<file path="src/rtl/vga_fb_write_buffer.sv">
// Pixel write buffer on the VGA pixel clock: holds processor stores and commits them only during blanking.
// Latency: commit no earlier than the second edge after acceptance. Backpressure: wr_ready low while the FIFO is full.

// Generic occupancy-tracked FIFO; level is kept separately so full/empty are unambiguous at wrap.
// Latency: head visible the cycle after push into an empty FIFO. Backpressure: caller must not push when full or pop when empty.
module vga_fb_fifo #(
  parameter int W     = 36,
  parameter int DEPTH = 8,
  localparam int AW   = $clog2(DEPTH),
  localparam int LW   = AW + 1
) (
  input  logic          clk,
  input  logic          reset,
  input  logic          push,
  input  logic          pop,
  input  logic [W-1:0]  push_dat,
  output logic [W-1:0]  head_dat,
  output logic [LW-1:0] level
);

  logic [W-1:0]  mem [DEPTH];
  logic [AW-1:0] wr_ptr;
  logic [AW-1:0] rd_ptr;

  always_ff @(posedge clk or negedge reset) begin
    if (!reset) begin
      wr_ptr <= '0;
      rd_ptr <= '0;
      level  <= '0;
    end else begin
      if (push) wr_ptr <= wr_ptr + 1'b1;
      if (pop)  rd_ptr <= rd_ptr + 1'b1;
      case ({push, pop})
        2'b10:   level <= level + 1'b1;
        2'b01:   level <= level - 1'b1;
        default: level <= level;
      endcase
    end
  end

  // Storage needs no reset: level gates every read of it.
  always_ff @(posedge clk) begin
    if (push) mem[wr_ptr] <= push_dat;
  end

  assign head_dat = mem[rd_ptr];

endmodule

// Framebuffer write buffer top: range-checks stores, queues them, drains one per cycle while blanking.
// Latency: 2 edges minimum from accept to fb_we. Backpressure: wr_ready = not full, from registered level only.
module vga_fb_write_buffer #(
  parameter int DATA_W    = 18,
  parameter int ADDR_W    = 18,
  parameter int DEPTH     = 8,
  parameter int FB_PIXELS = 160000
) (
  input  logic                     clk,
  input  logic                     reset,
  input  logic                     wr_valid,
  output logic                     wr_ready,
  input  logic [ADDR_W-1:0]        wr_addr,
  input  logic [DATA_W-1:0]        wr_data,
  input  logic                     vga_blank_n,
  output logic                     fb_we,
  output logic [ADDR_W-1:0]        fb_addr,
  output logic [DATA_W-1:0]        fb_data,
  output logic [$clog2(DEPTH):0]   level,
  output logic                     drop_flag
);

  localparam int LW = $clog2(DEPTH) + 1;

  typedef struct packed {
    logic [ADDR_W-1:0] addr;
    logic [DATA_W-1:0] data;
  } entry_t;

  entry_t push_ent;
  entry_t head_ent;
  logic   in_range;
  logic   accept;
  logic   push;
  logic   pop;

  assign wr_ready = (level != LW'(DEPTH));
  assign in_range = (32'(wr_addr) < 32'(FB_PIXELS));
  assign accept   = wr_valid & wr_ready;
  assign push     = accept & in_range;
  // Commits only in blanking so stores never race scan-out reads.
  assign pop      = (level != '0) & ~vga_blank_n;

  assign push_ent.addr = wr_addr;
  assign push_ent.data = wr_data;

  vga_fb_fifo #(
    .W     (ADDR_W + DATA_W),
    .DEPTH (DEPTH)
  ) u_fifo (
    .clk      (clk),
    .reset    (reset),
    .push     (push),
    .pop      (pop),
    .push_dat (push_ent),
    .head_dat (head_ent),
    .level    (level)
  );

  always_ff @(posedge clk or negedge reset) begin
    if (!reset) begin
      fb_we   <= 1'b0;
      fb_addr <= '0;
      fb_data <= '0;
    end else begin
      fb_we <= pop;
      if (pop) begin
        fb_addr <= head_ent.addr;
        fb_data <= head_ent.data;
      end
    end
  end

  // Sticky until reset; a rejected (full) request never reaches here.
  always_ff @(posedge clk or negedge reset) begin
    if (!reset) begin
      drop_flag <= 1'b0;
    end else if (accept && !in_range) begin
      drop_flag <= 1'b1;
    end
  end

endmodule
</file>
<file path="config.mk">
export PLATFORM = sky130hd
export DESIGN_NAME = vga_fb_write_buffer
export DESIGN_NICKNAME = d
export VERILOG_FILES = /design/src/rtl/vga_fb_write_buffer.sv
export SDC_FILE = /design/constraint.sdc
export NUM_CORES = 1
export LEC_CHECK = 0
export CAP_MARGIN = 20
export CORE_UTILIZATION = 60
export CTS_CLUSTER_DIAMETER = 150
export DETAILED_ROUTE_END_ITERATION = 8
export GPL_ROUTABILITY_DRIVEN = 1
export PLACE_DENSITY = 0.81
export SLEW_MARGIN = 20
export SYNTH_ARGS = -nofsm -noshare
export SYNTH_HDL_FRONTEND = slang
export SYNTH_HIERARCHICAL = 1
export SYNTH_SLANG_ARGS = --single-unit
</file>
<file path="constraint.sdc">
create_clock -name clk -period 12.3 [get_ports clk]
set_input_delay 2.46 -clock clk [delete_from_list [all_inputs] [get_ports clk]]
set_output_delay 2.46 -clock clk [all_outputs]
set_load 0.05 [all_outputs]
</file>
After elaboration in Yosys (flattened, before gate mapping)
Memories as Yosys holds them, arrays and structs flattened. A register that Yosys moved wholly into a read port is not among the register bits.
Cells that the tools add are included.
{ "totals": {"register_bits": 12, "ram_bits": 288, "elab_cells": 26, "memories": 1} }
{ "classes": {"n_addsub": 4, "order_cmp": 1, "eq_ne": 3, "n_mux": 3, "bitwise": 4, "n_reduce_logical": 5} }
{ "memory_table": {"columns": ["memory", "depth", "word_bits", "read_ports", "rd_clocked_by_memory_dff", "wr", "line", "source"], "rows": [
  ["u_fifo.mem", 8, 36, 1, 1, 1, "21", "logic [W-1:0] mem [DEPTH];"]
]} }
{ "ops": {"columns": ["operator", "count"], "rows": [
  ["18-bit less-than comparator, second input constant", 1],
  ["4-bit one-hot mux with 2 select lines", 1],
  ["3-bit by 1-bit adder with 3-bit output, second input constant", 2],
  ["4-bit by 1-bit adder with 4-bit output, second input constant", 1],
  ["4-bit != test, second input constant", 1],
  ["4-bit nonzero test", 1],
  ["4-bit by 1-bit subtractor with 4-bit output, second input constant", 1],
  ["1-bit bitwise AND", 3],
  ["2-bit by 1-bit == test with 1-bit output, second input constant", 1],
  ["2-bit == test, second input constant", 1],
  ["1-bit zero test", 2],
  ["1-bit 2-to-1 mux", 2],
  ["2-bit nonzero test", 1],
  ["1-bit logical AND", 1],
  ["1-bit inverter", 1]
]} }

Longest topological paths before layout
Gate-level depths: netlist of run 1.
{ "depth": {"ltp_word": 5, "ltp_mapped": 11} }

Hierarchy
The synthesis of run 1 kept the hierarchy.
{ "modules_own_cells": {"columns": ["mod", "instances", "cells_per_inst", "area_each_um2"], "rows": [
  ["vga_fb_fifo", 1, 468, 11576.1],
  ["vga_fb_write_buffer", 1, 90, 1604.0]
]} }

Worst setup path before layout of run 1
OpenSTA, ideal clock, no wires.
{ "synth_path": {"kind": "in2reg", "startpoint": "input port wr_addr[13]", "endpoint": "memory u_fifo.mem[1][0] (enable)", "arrival_time_ns": 5.905, "required_ns": 11.826, "setup_slack_ns": 5.921, "stages": 4, "n_path_buf": 0, "cell_sequence": "and4_1 a211oi_1 nand2_1 nor3_1"} }
{ "synth_between": {"elab_chain_len": 4} }
{ "synth_rtl": {"columns": ["element", "line", "source"], "rows": [
  ["start, declared", "62", "input logic [ADDR_W-1:0] wr_addr,"],
  ["18-bit less-than comparator", "87", "assign in_range = (32'(wr_addr) < 32'(FB_PIXELS));"],
  ["1-bit bitwise AND", "89", "assign push = accept & in_range;"],
  ["named net push", "83", "logic push;"],
  ["1-bit 2-to-1 mux", "43", "if (push) mem[wr_ptr] <= push_dat;"],
  ["1-bit 2-to-1 mux (implied by the code)", "43", null],
  ["end, declared", "21", null]
]} }
The timed path passes the listed nets, and every way through them passes these cells.

Final worst setup path of run 1
{ "layout_path": {"startpoint": "input port wr_addr[11]", "endpoint": "memory u_fifo.mem[3][16] (enable)"} }
Same word-level chain as after synthesis.

==> results.py, run 1 <==
metrics = {
    "place": {
        "port_buffers": 82,
        "dpl_cell_area_mm2": 0.0143,
        "gp_congestion": 0.771,
        "dp_hpwl_mm": 13.6,
        "dp.cells": 906,
    },
    "power": {
        "vdd_ir_drop_max_mv": 0.144,
        "leakage_nw": 5.36,
        "powerDensity_mw_per_mm2": 243,
        "finalPower_mw": 3.76,
    },
    "logic_synthesis": {
        "synth_cells": 558,
        "syn_area_per_cell_um2": 23.6,
        "syn_area_mm2": 0.0132,
        "synth_warnings": 6,
        "ys_seq_area_share_pct": 74.7,
        "syn-num-nets": 603,
        "ys_seq_elements": 336,
        "synth_cell_type_count": 32,
    },
    "setup_path": {
        "cp_max_fo": 22,
        "crit_path_start_kind": "input port",
        "cp_top_family": "simple AND/OR/NAND/NOR gates",
        "critPathKind": "input port to register",
        "cp.arrival_ps": 5520,
        "cp_cell_sequence": "clkdlybuf4s50_1 > nor2_1 > o31ai_1 > a211oi_1 > nand2_1 > nor2_4 > buf_4",
        "cp_slowest_stage_delay_ps": 670,
        "path_buf_inv": 2,
        "crit_path_end_kind": "register",
        "worstPathRequired_ps": 12510,
        "crit_slowest_cell": "a211oi_1",
    },
    "die": {
        "die-area_mm2": 0.0226,
        "floorplan.rows": 53,
        "start_util_pct": 61.9,
        "chipHeight_um": 150,
        "ios": 83,
        "core-area_mm2": 0.0213,
        "die_w_um": 150,
    },
    "global_routing": {
        "antenna_found_initial": 0,
        "grt_pass1_wl_mm": 36.8,
        "grt_max_degree": 64,
        "grt_pass1_vias": 6370,
        "grt_remaining_overflow": 0,
        "grt_use_total_pct": 22.5,
    },
    "final_layout": {
        "fin_area_mm2": 0.0155,
        "n_antenna_cell": 0,
        "finish.utilization_pct": 72.7,
        "drive_gt1_share_pct": 24.8,
        "final_cells": 964,
        "nNetsFinal": 709,
        "syn_to_final_growth_pct": 17.4,
        "nFillCells": 1160,
    },
    "route": {
        "routedWlPerCell_um": 24.7,
        "vias": 5905,
        "firstDrtPassIters": 4,
        "drtIter0Drc": 437,
        "wl_mm": 23.8,
        "ant_nets": 0,
        "drc": 0,
        "viasPerCell": 6.13,
    },
    "sta": {
        "hold_violations": 0,
        "clock_skew_ps": 11.7,
        "min_period_ps": 5310,
        "rsz0062_at_grt": "no",
        "slew_headroom_pct": 25.9,
        "fmax_ghz": 0.188,
        "worstMarginPinSlew_ps": 1110,
        "finalMaxSlewViolations": 0,
        "setup_tns_ps": 0,
        "setup_viol": 0,
        "post-route-period-util_pct": 43.2,
    },
    "clock_network": {
        "cts_root_buffer": "clkbuf_16",
        "clkTransAtPathRegs_ps": 60,
        "htreeDepth": 1,
        "cts_resized": 0,
        "cts_hold_buf": 0,
        "cts_setup_buffers": 0,
        "cts_num_sinks": 336,
        "tritoncts": "built",
        "clock_path_buffers": 3,
        "clk_latency_ps": 550,
        "cts_buffers": 31,
    },
    "run": {
        "drv_cap": 0,
    },
    "run_status": {
        "status": "finished clean",
    },
    "min_path": {
        "min_path_type": "register to register",
    },
}
-- stage by stage --
step	setup WS, ps	hold WS, ps
floorplan	5920	479
global placement	6610	488
detailed placement	6470	493
CTS	7030	509
global route	6800	523
finish	6990	506
-- metal layers --
| metal | wire length (µm) | part of all wire (%) | vias up | track usage (%) |
|---|---|---|---|---|
| met2 | 12600 | 53 | 166 | 39.3 |
| met4 | 431 | 1.8 | 0 | 7.02 |
| met3 | 1010 | 4.3 | 29 | 3.12 |
| li1 | - | - | 2580 | - |
| met1 | 9780 | 41 | 3130 | 29.7 |
| met5 | 0 | 0 | - | 0 |
-- cell type report --
cell class / instances / area [µm²] / share of cell area [%]
Clock buffer: 36 / 815 / 5.27
Clock inverter: 22 / 318 / 2.05
Inverter: 1 / 3.75 / 0.0243
Multi-Input combinational cell: 198 / 3210 / 20.8
Sequential cell: 336 / 9860 / 63.7
Tap cell: 275 / 344 / 2.22
Timing Repair Buffer: 96 / 921 / 5.95
-- sequential cells by signal (all words and copies together) (netlist names) --
name and count:
drop_flag 1, fb_addr 18, fb_data 18, fb_we 1
u_fifo/level 4, u_fifo/mem 288, u_fifo/rd_ptr 3, u_fifo/wr_ptr 3
-- cells by family (layout without fill, tap and decap cells) --
family / after synthesis / count (layout) / synth area share [%]
multiplexers: 147 / 147 / 21.2
AND/OR/NAND/NOR: 28 / 28 / 1.22
XOR/XNOR: 9 / 9 / 0.598
adder cells (fa/ha/maj): 5 / 5 / 0.475
buffers and inverters: 24 / 155 / 1.33
flip-flops: 336 / 336 / 74.7
AO/OA/AOI/OAI: 9 / 9 / 0.494
-- final timing paths --
check / startpoint / to / slack [ps] / cells past startpoint
max in group asynchronous: reset / u_fifo/rd_ptr[0] / 9750 / 2
worst min register to register: fb_data[10] / fb_data[10] / 510 / 1
worst min-delay path: fb_data[10] / fb_data[10] / 510 / 1
worst max-delay path: wr_addr[11] / u_fifo/mem[3][16] / 6990 / 7
min in group asynchronous: reset / fb_data[2] / 2030 / 2
worst max register to register: u_fifo/level[1] / u_fifo/mem[3][16] / 9060 / 6
-- cell usage after synthesis (all sizes together) --
cell    instances  area [µm²]
or3             1        6.26
xor2            6        52.6
o32ai           1        8.76
and2            1        7.51
nor3            2        10.0
a31oi           1        6.26
a31o            2        17.5
nand2           5        18.8
nor2b           3        18.8
ha              5        62.6
a211oi          1        7.51
a21oi           2        10.0
dfrtp          48        1200
nor2           10        45.0
and4            1        8.76
nand2b          3        18.8
edfxtp        288        8650
mux2           75         953
o21a            1        7.51
clkbuf          1        3.75
inv             1        3.75
o31ai           1        7.51
buf            22         168
or4b            1        13.8
nor4            1        12.5
mux4           72        1840
xnor2           3        26.3
-- where the power goes --
part / internal [mW] / total [mW] / switching [mW] / leakage (nW)
Combinational: 0.572 / 1.17 / 0.602 / 1.65
Clock: 0.642 / 1.03 / 0.393 / 0.552
Sequential: 1.41 / 1.55 / 0.136 / 3.16
-- cell usage in the layout, fill, tap and decap left out, drive strengths merged --
cell | Yosys | final
a31o | 2 | 2
o32ai | 1 | 1
bufinv | 0 | 8
nor2b | 3 | 3
clkbuf | 1 | 36
and2 | 1 | 1
nor3 | 2 | 2
clkdlybuf4s50 | 0 | 81
clkinv | 0 | 10
mux4 | 72 | 72
nand2 | 5 | 5
a21oi | 2 | 2
inv | 1 | 3
or3 | 1 | 1
ha | 5 | 5
nand2b | 3 | 3
nor4 | 1 | 1
xnor2 | 3 | 3
nor2 | 10 | 10
a211oi | 1 | 1
buf | 22 | 15
mux2 | 75 | 75
or4b | 1 | 1
and4 | 1 | 1
o21a | 1 | 1
clkinvlp | 0 | 2
dfrtp | 48 | 48
edfxtp | 288 | 288
o31ai | 1 | 1
xor2 | 6 | 6
a31oi | 1 | 1
(Power assumes the default switching activity.)
==> run 2, diff against run 1 <==
--- a/config.mk
+++ b/config.mk
@@ -6,11 +6,11 @@
 export NUM_CORES = 1
 export LEC_CHECK = 0
 export CAP_MARGIN = 20
-export CORE_UTILIZATION = 60
+export CORE_UTILIZATION = 59
 export CTS_CLUSTER_DIAMETER = 150
 export DETAILED_ROUTE_END_ITERATION = 8
 export GPL_ROUTABILITY_DRIVEN = 1
-export PLACE_DENSITY = 0.81
+export PLACE_DENSITY = 0.79
 export SLEW_MARGIN = 20
 export SYNTH_ARGS = -nofsm -noshare
 export SYNTH_HDL_FRONTEND = slang
==> constraint.sdc (replaced) <==
create_clock -name clk -period 5.1 [get_ports clk]
set_input_delay 1.02 -clock clk [delete_from_list [all_inputs] [get_ports clk]]
set_output_delay 1.02 -clock clk [all_outputs]
set_load 0.05 [all_outputs]
==> results.py, run 2 (synthesis results as in run 1) <==
metrics = {
    "power": {
        "p_int_mw": 6.15,
        "swShare_pct": 31.2,
        "seqPwrFrac_pct": 43.4,
        "vdd_ir_drop_max_mv": 0.296,
        "p_comb_share_pct": 30.8,
        "leakage_nw": 5.33,
        "clockPowerShare_pct": 25.8,
        "finalPower_mw": 8.94,
        "powerDensity_mw_per_mm2": 580,
        "p_switching_mw": 2.79,
    },
    "sta": {
        "setup_tns_ps": 0,
        "layout_setup_ws_ps": 1180,
        "fmax_ghz": 0.255,
        "rsz0062_at_grt": "no",
        "min_period_ps": 3920,
        "hold_violations": 0,
        "slew_headroom_pct": 24.3,
        "finalMaxSlewViolations": 0,
        "setup_viol": 0,
        "worstMarginPinSlew_ps": 1140,
        "post-route-period-util_pct": 76.8,
        "clock_skew_ps": 9.90,
    },
    "place": {
        "gp_congestion": 0.734,
        "dp_hpwl_mm": 13.9,
        "dp_slack_ps": 756,
        "port_buffers": 82,
        "dpl_cell_area_mm2": 0.0144,
    },
    "min_path": {
        "min_from": "fb_addr[5]",
        "hold_path_depth": 1,
        "min_to": "fb_addr[5]",
        "min_path_type": "register to register",
    },
    "setup_path": {
        "crit_path_start_kind": "input port",
        "cp_top_family": "simple AND/OR/NAND/NOR gates",
        "r2r_start": "u_fifo/level[1]",
        "critPathKind": "input port to register",
        "path_depth": 7,
        "ff2ff_path_depth": 6,
        "worstPathRequired_ps": 5350,
        "cp_cell_sequence": "clkdlybuf4s50_1 > nor2_1 > o31ai_1 > a211oi_1 > nand2_1 > nor2_4 > buf_12",
        "r2r-end": "u_fifo/mem[3][25]",
        "cp_max_fo": 23,
        "cp_slowest_stage_delay_ps": 880,
        "path_buf_inv": 2,
        "reg2reg_setup_slack_ps": 1760,
        "cp.arrival_ps": 4160,
        "crit_slowest_cell": "a211oi_1",
        "crit_path_end_kind": "register",
    },
    "final_layout": {
        "regMostFlops": "u_fifo/mem",
        "largest_reg_flops": 288,
        "fin_area_mm2": 0.0154,
        "nFillCells": 1278,
        "layout_common_cells": "edfxtp_1, clkdlybuf4s50_1, mux4_1, mux2_2, dfrtp_1",
        "drive_gt1_share_pct": 24.2,
        "n_antenna_cell": 0,
        "syn_to_final_growth_pct": 17.0,
        "finish.utilization_pct": 70.5,
        "final_common_cell": "edfxtp_1",
        "top_regs": "u_fifo/mem: 288 flops, fb_addr: 18 flops, fb_data: 18 flops",
        "nNetsFinal": 711,
    },
    "route": {
        "ant_nets": 0,
        "drt-met1-wl_mm": 10.7,
        "viasPerCell": 6.22,
        "route.met2.wl_mm": 12.9,
        "route.met3.wl_mm": 1.46,
        "drc": 0,
        "vias": 6036,
        "firstDrtPassIters": 4,
        "routed.top_layer": "met4",
        "wl_mm": 25.5,
        "drtIter0Drc": 451,
        "routedWlPerCell_um": 26.3,
    },
    "run": {
        "drv_cap": 0,
    },
    "global_routing": {
        "grt_pass1_wl_mm": 38.3,
        "grt_pass1_vias": 6466,
        "grt_max_degree": 58,
        "grt_remaining_overflow": 0,
        "grt_use_total_pct": 23.3,
        "antenna_found_initial": 0,
    },
    "clock_network": {
        "clkTransAtPathRegs_ps": 60,
        "cts_root_buffer": "clkbuf_16",
        "cts_num_sinks": 336,
        "clock_path_buffers": 3,
        "cts_buffers": 31,
        "htreeDepth": 1,
        "clk_latency_ps": 560,
        "cts_resized": 0,
        "tritoncts": "built",
        "cts_setup_buffers": 0,
        "cts_hold_buf": 0,
    },
    "die": {
        "start_util_pct": 60.2,
        "chipHeight_um": 151,
        "die_w_um": 151,
        "floorplan.rows": 54,
        "core-area_mm2": 0.0219,
        "die-area_mm2": 0.0229,
        "ios": 83,
    },
    "run_status": {
        "status": "finished clean",
    },
}
-- run 2: layout make-up --
type                       count  area [µm²]  area share, %
clock inverter                15         178           1.15
sequential                   336        9860           63.9
multi-input combinational    198        3210           20.8
tap                          280         350           2.27
inverter                       1        3.75         0.0243
clock buffer                  43         841           5.45
timing repair buffer          98         986           6.39
-- run 2: worst max-delay path by stage --
| stage | from | to | slack (ps) |
|---|---|---|---|
| after CTS | wr_addr[10] | u_fifo/mem[5][21] | 1240 |
| final | wr_addr[10] | u_fifo/mem[3][25] | 1180 |
| after global routing | wr_addr[10] | u_fifo/level[2] | 1000 |
| after global placement | wr_addr[13] | u_fifo/mem[3][21] | 950 |
| after floorplan | wr_addr[13] | u_fifo/mem[1][0] | 160 |
| after detailed placement | wr_addr[13] | u_fifo/mem[3][7] | 760 |
-- run 2: per-layer routing --
layer / up-vias / track usage [%]
met5: - / 0
met1: 3193 / 32.4
li1: 2580 / -
met3: 39 / 3.20
met2: 224 / 38.7
met4: 0 / 7.65
-- run 2: power groups by stage --
stage          Combinational (mW)  Sequential, mW  Clock (mW)
6_report                     2.75            3.88        2.31
5_1_grt                      2.90            3.94        2.45
4_1_cts                      2.78            3.89        2.34
3_5_place_dp                 2.73            3.93           0
3_3_place_gp                 2.70            3.90           0
2_1_floorplan                1.63            4.20           0
-- run 2: through the flow --
| stage | hold slack [ps] | instances |
|---|---|---|
| 2_1_floorplan | 479 | 558 |
| 3_3_place_gp | 488 | 913 |
| 3_5_place_dp | 493 | 913 |
| 4_1_cts | 513 | 971 |
| 5_1_grt | 532 | 971 |
| 6_report | 509 | 971 |
==> run 3, diff against run 2 <==
--- a/config.mk
+++ b/config.mk
@@ -6,11 +6,11 @@
 export NUM_CORES = 1
 export LEC_CHECK = 0
 export CAP_MARGIN = 20
-export CORE_UTILIZATION = 59
+export CORE_UTILIZATION = 53
 export CTS_CLUSTER_DIAMETER = 150
 export DETAILED_ROUTE_END_ITERATION = 8
 export GPL_ROUTABILITY_DRIVEN = 1
-export PLACE_DENSITY = 0.79
+export PLACE_DENSITY = 0.75
 export SLEW_MARGIN = 20
 export SYNTH_ARGS = -nofsm -noshare
 export SYNTH_HDL_FRONTEND = slang
==> constraint.sdc (replaced) <==
create_clock -name clk -period 3.4 [get_ports clk]
set_input_delay 0.68 -clock clk [delete_from_list [all_inputs] [get_ports clk]]
set_output_delay 0.68 -clock clk [all_outputs]
set_load 0.05 [all_outputs]
==> results.py, run 3 (synthesis results as in run 1) <==
metrics = {
    "run_status": {
        "status": "finished clean",
    },
    "route": {
        "firstDrtPassIters": 4,
        "route.met3.wl_mm": 1.30,
        "wl_mm": 23.9,
        "drt-met1-wl_mm": 10.1,
        "drc": 0,
        "drtIter0Drc": 338,
        "ant_nets": 0,
        "viasPerCell": 5.73,
        "vias": 5945,
        "routed.top_layer": "met4",
        "routedWlPerCell_um": 23.0,
        "route.met2.wl_mm": 12.0,
    },
    "die": {
        "floorplan.rows": 57,
        "start_util_pct": 54.2,
        "ios": 83,
        "core-area_mm2": 0.0243,
        "die-area_mm2": 0.0255,
        "die_w_um": 160,
        "chipHeight_um": 160,
    },
    "final_layout": {
        "regMostFlops": "u_fifo/mem",
        "top_regs": "u_fifo/mem: 288 flops, fb_addr: 18 flops, fb_data: 18 flops",
        "layout_common_cells": "edfxtp_1, clkdlybuf4s50_1, mux4_1, mux2_2, dfrtp_1",
        "n_antenna_cell": 0,
        "largest_reg_flops": 288,
        "finish.utilization_pct": 65.2,
        "syn_to_final_growth_pct": 20.3,
        "final_common_cell": "edfxtp_1",
        "drive_gt1_share_pct": 26.9,
        "nNetsFinal": 733,
    },
    "clock_network": {
        "cts_hold_buf": 0,
        "cts_num_sinks": 336,
        "cts_root_buffer": "clkbuf_16",
        "clk_latency_ps": 500,
        "cts_buffers": 34,
        "cts_setup_buffers": 0,
        "clock_path_buffers": 3,
        "htreeDepth": 2,
        "clkTransAtPathRegs_ps": 60,
        "tritoncts": "built",
        "cts_resized": 0,
    },
    "power": {
        "swShare_pct": 30.4,
        "leakage_nw": 5.52,
        "p_switching_mw": 4.15,
        "p_int_mw": 9.49,
        "powerDensity_mw_per_mm2": 860,
        "seqPwrFrac_pct": 41.3,
        "p_comb_share_pct": 31.9,
        "vdd_ir_drop_max_mv": 0.518,
        "clockPowerShare_pct": 26.8,
    },
    "sta": {
        "rsz0062_at_grt": "no",
        "clock_skew_ps": 13.2,
        "setup_tns_ps": 0,
        "hold_violations": 0,
        "post-route-period-util_pct": 87.1,
        "slew_headroom_pct": 23.8,
        "fmax_ghz": 0.338,
        "min_period_ps": 2960,
        "finalMaxSlewViolations": 0,
        "setup_viol": 0,
        "worstMarginPinSlew_ps": 1140,
    },
    "setup_path": {
        "worstPathRequired_ps": 2720,
        "crit_path_end_kind": "output pin",
        "cp_top_family": "buffers and inverters",
        "ff2ff_path_depth": 11,
        "crit_path_start_kind": "register",
        "critPathKind": "register to output pin",
        "crit_slowest_cell": "clkdlybuf4s50_1",
        "path_buf_inv": 1,
        "cp_slowest_stage_delay_ps": 720,
        "cp.arrival_ps": 2280,
        "cp_cell_sequence": "or4b_4 > clkdlybuf4s50_1",
        "cp_max_fo": 8,
        "path_depth": 2,
    },
    "global_routing": {
        "antenna_found_initial": 0,
        "grt_use_total_pct": 19.6,
        "grt_max_degree": 57,
        "grt_pass1_vias": 6365,
        "grt_remaining_overflow": 0,
        "grt_pass1_wl_mm": 37.3,
    },
    "place": {
        "port_buffers": 82,
        "gp_congestion": 0.724,
        "dp_hpwl_mm": 13.8,
    },
    "min_path": {
        "min_path_type": "input port to async pin",
    },
    "run": {
        "drv_cap": 0,
    },
}
[run 3: cell count changes in the layout (fill, tap and decap cells not counted), sizes merged]
| cell | before | now |
|---|---|---|
| clkbuf | 43 | 47 |
| inv | 2 | 1 |
| bufinv | 4 | 2 |
| buf | 17 | 36 |
| clkinv | 9 | 12 |
[run 3: worst reg2reg max path, cell delays in order, from the launching register on]
cell and delay [ps]:
dfrtp_1 470, or4b_4 590, nand2_1 100, a211oi_1 60, inv_1 120, ha_1 260
xor2_1 100, ha_1 200, a21oi_1 160, xor2_1 200, nor2_1 90, xor2_1 150
[run 3: final timing paths]
kind                            startpoint         endpoint  slack (ps)
max in group asynchronous            reset       fb_data[7]        2610
max reg2reg                u_fifo/level[1]  u_fifo/level[2]         800
max                        u_fifo/level[1]         wr_ready         440
min reg2reg                    fb_addr[17]      fb_addr[17]         510
min in group clk               fb_addr[17]      fb_addr[17]         510
min                                  reset       fb_addr[5]          70
[run 3: layout make-up]
| type | count | area, µm² |
|---|---|---|
| Timing Repair Buffer | 117 | 1250 |
| Clock buffer | 47 | 993 |
| Sequential cell | 336 | 9860 |
| Tap cell | 324 | 405 |
| Inverter | 1 | 3.75 |
| Multi-Input combinational cell | 198 | 3220 |
| Clock inverter | 15 | 123 |
| Fill cell | 1524 | 8460 |
[run 3: layer usage]
metal | track usage [%] | up-vias
li1 | - | 2635
met1 | 27.0 | 3092
met2 | 32.3 | 180
met3 | 3.79 | 38
met4 | 5.51 | 0
met5 | 0 | -
[run 3: power groups by stage]
stage / Clock [mW] / Combinational [mW] / Sequential (mW)
finish: 3.65 / 4.36 / 5.63
global route: 3.89 / 4.57 / 5.70
CTS: 3.72 / 4.41 / 5.64
detailed placement: 0 / 4.38 / 5.71
global placement: 0 / 4.29 / 5.66
floorplan: 0 / 2.45 / 6.29
[run 3: per-stage QoR]
step	power [mW]	worst slack, ps	cells	instance area (µm²)	hold WS, ps
2_1_floorplan	8.74	-456	558	13200	384
3_3_place_gp	9.95	188	975	14700	488
3_5_place_dp	10.1	80.5	975	14700	491
4_1_cts	13.8	421	1037	15800	373
5_1_grt	14.2	371	1038	15900	74.6
6_report	13.6	440	1038	15900	70.9
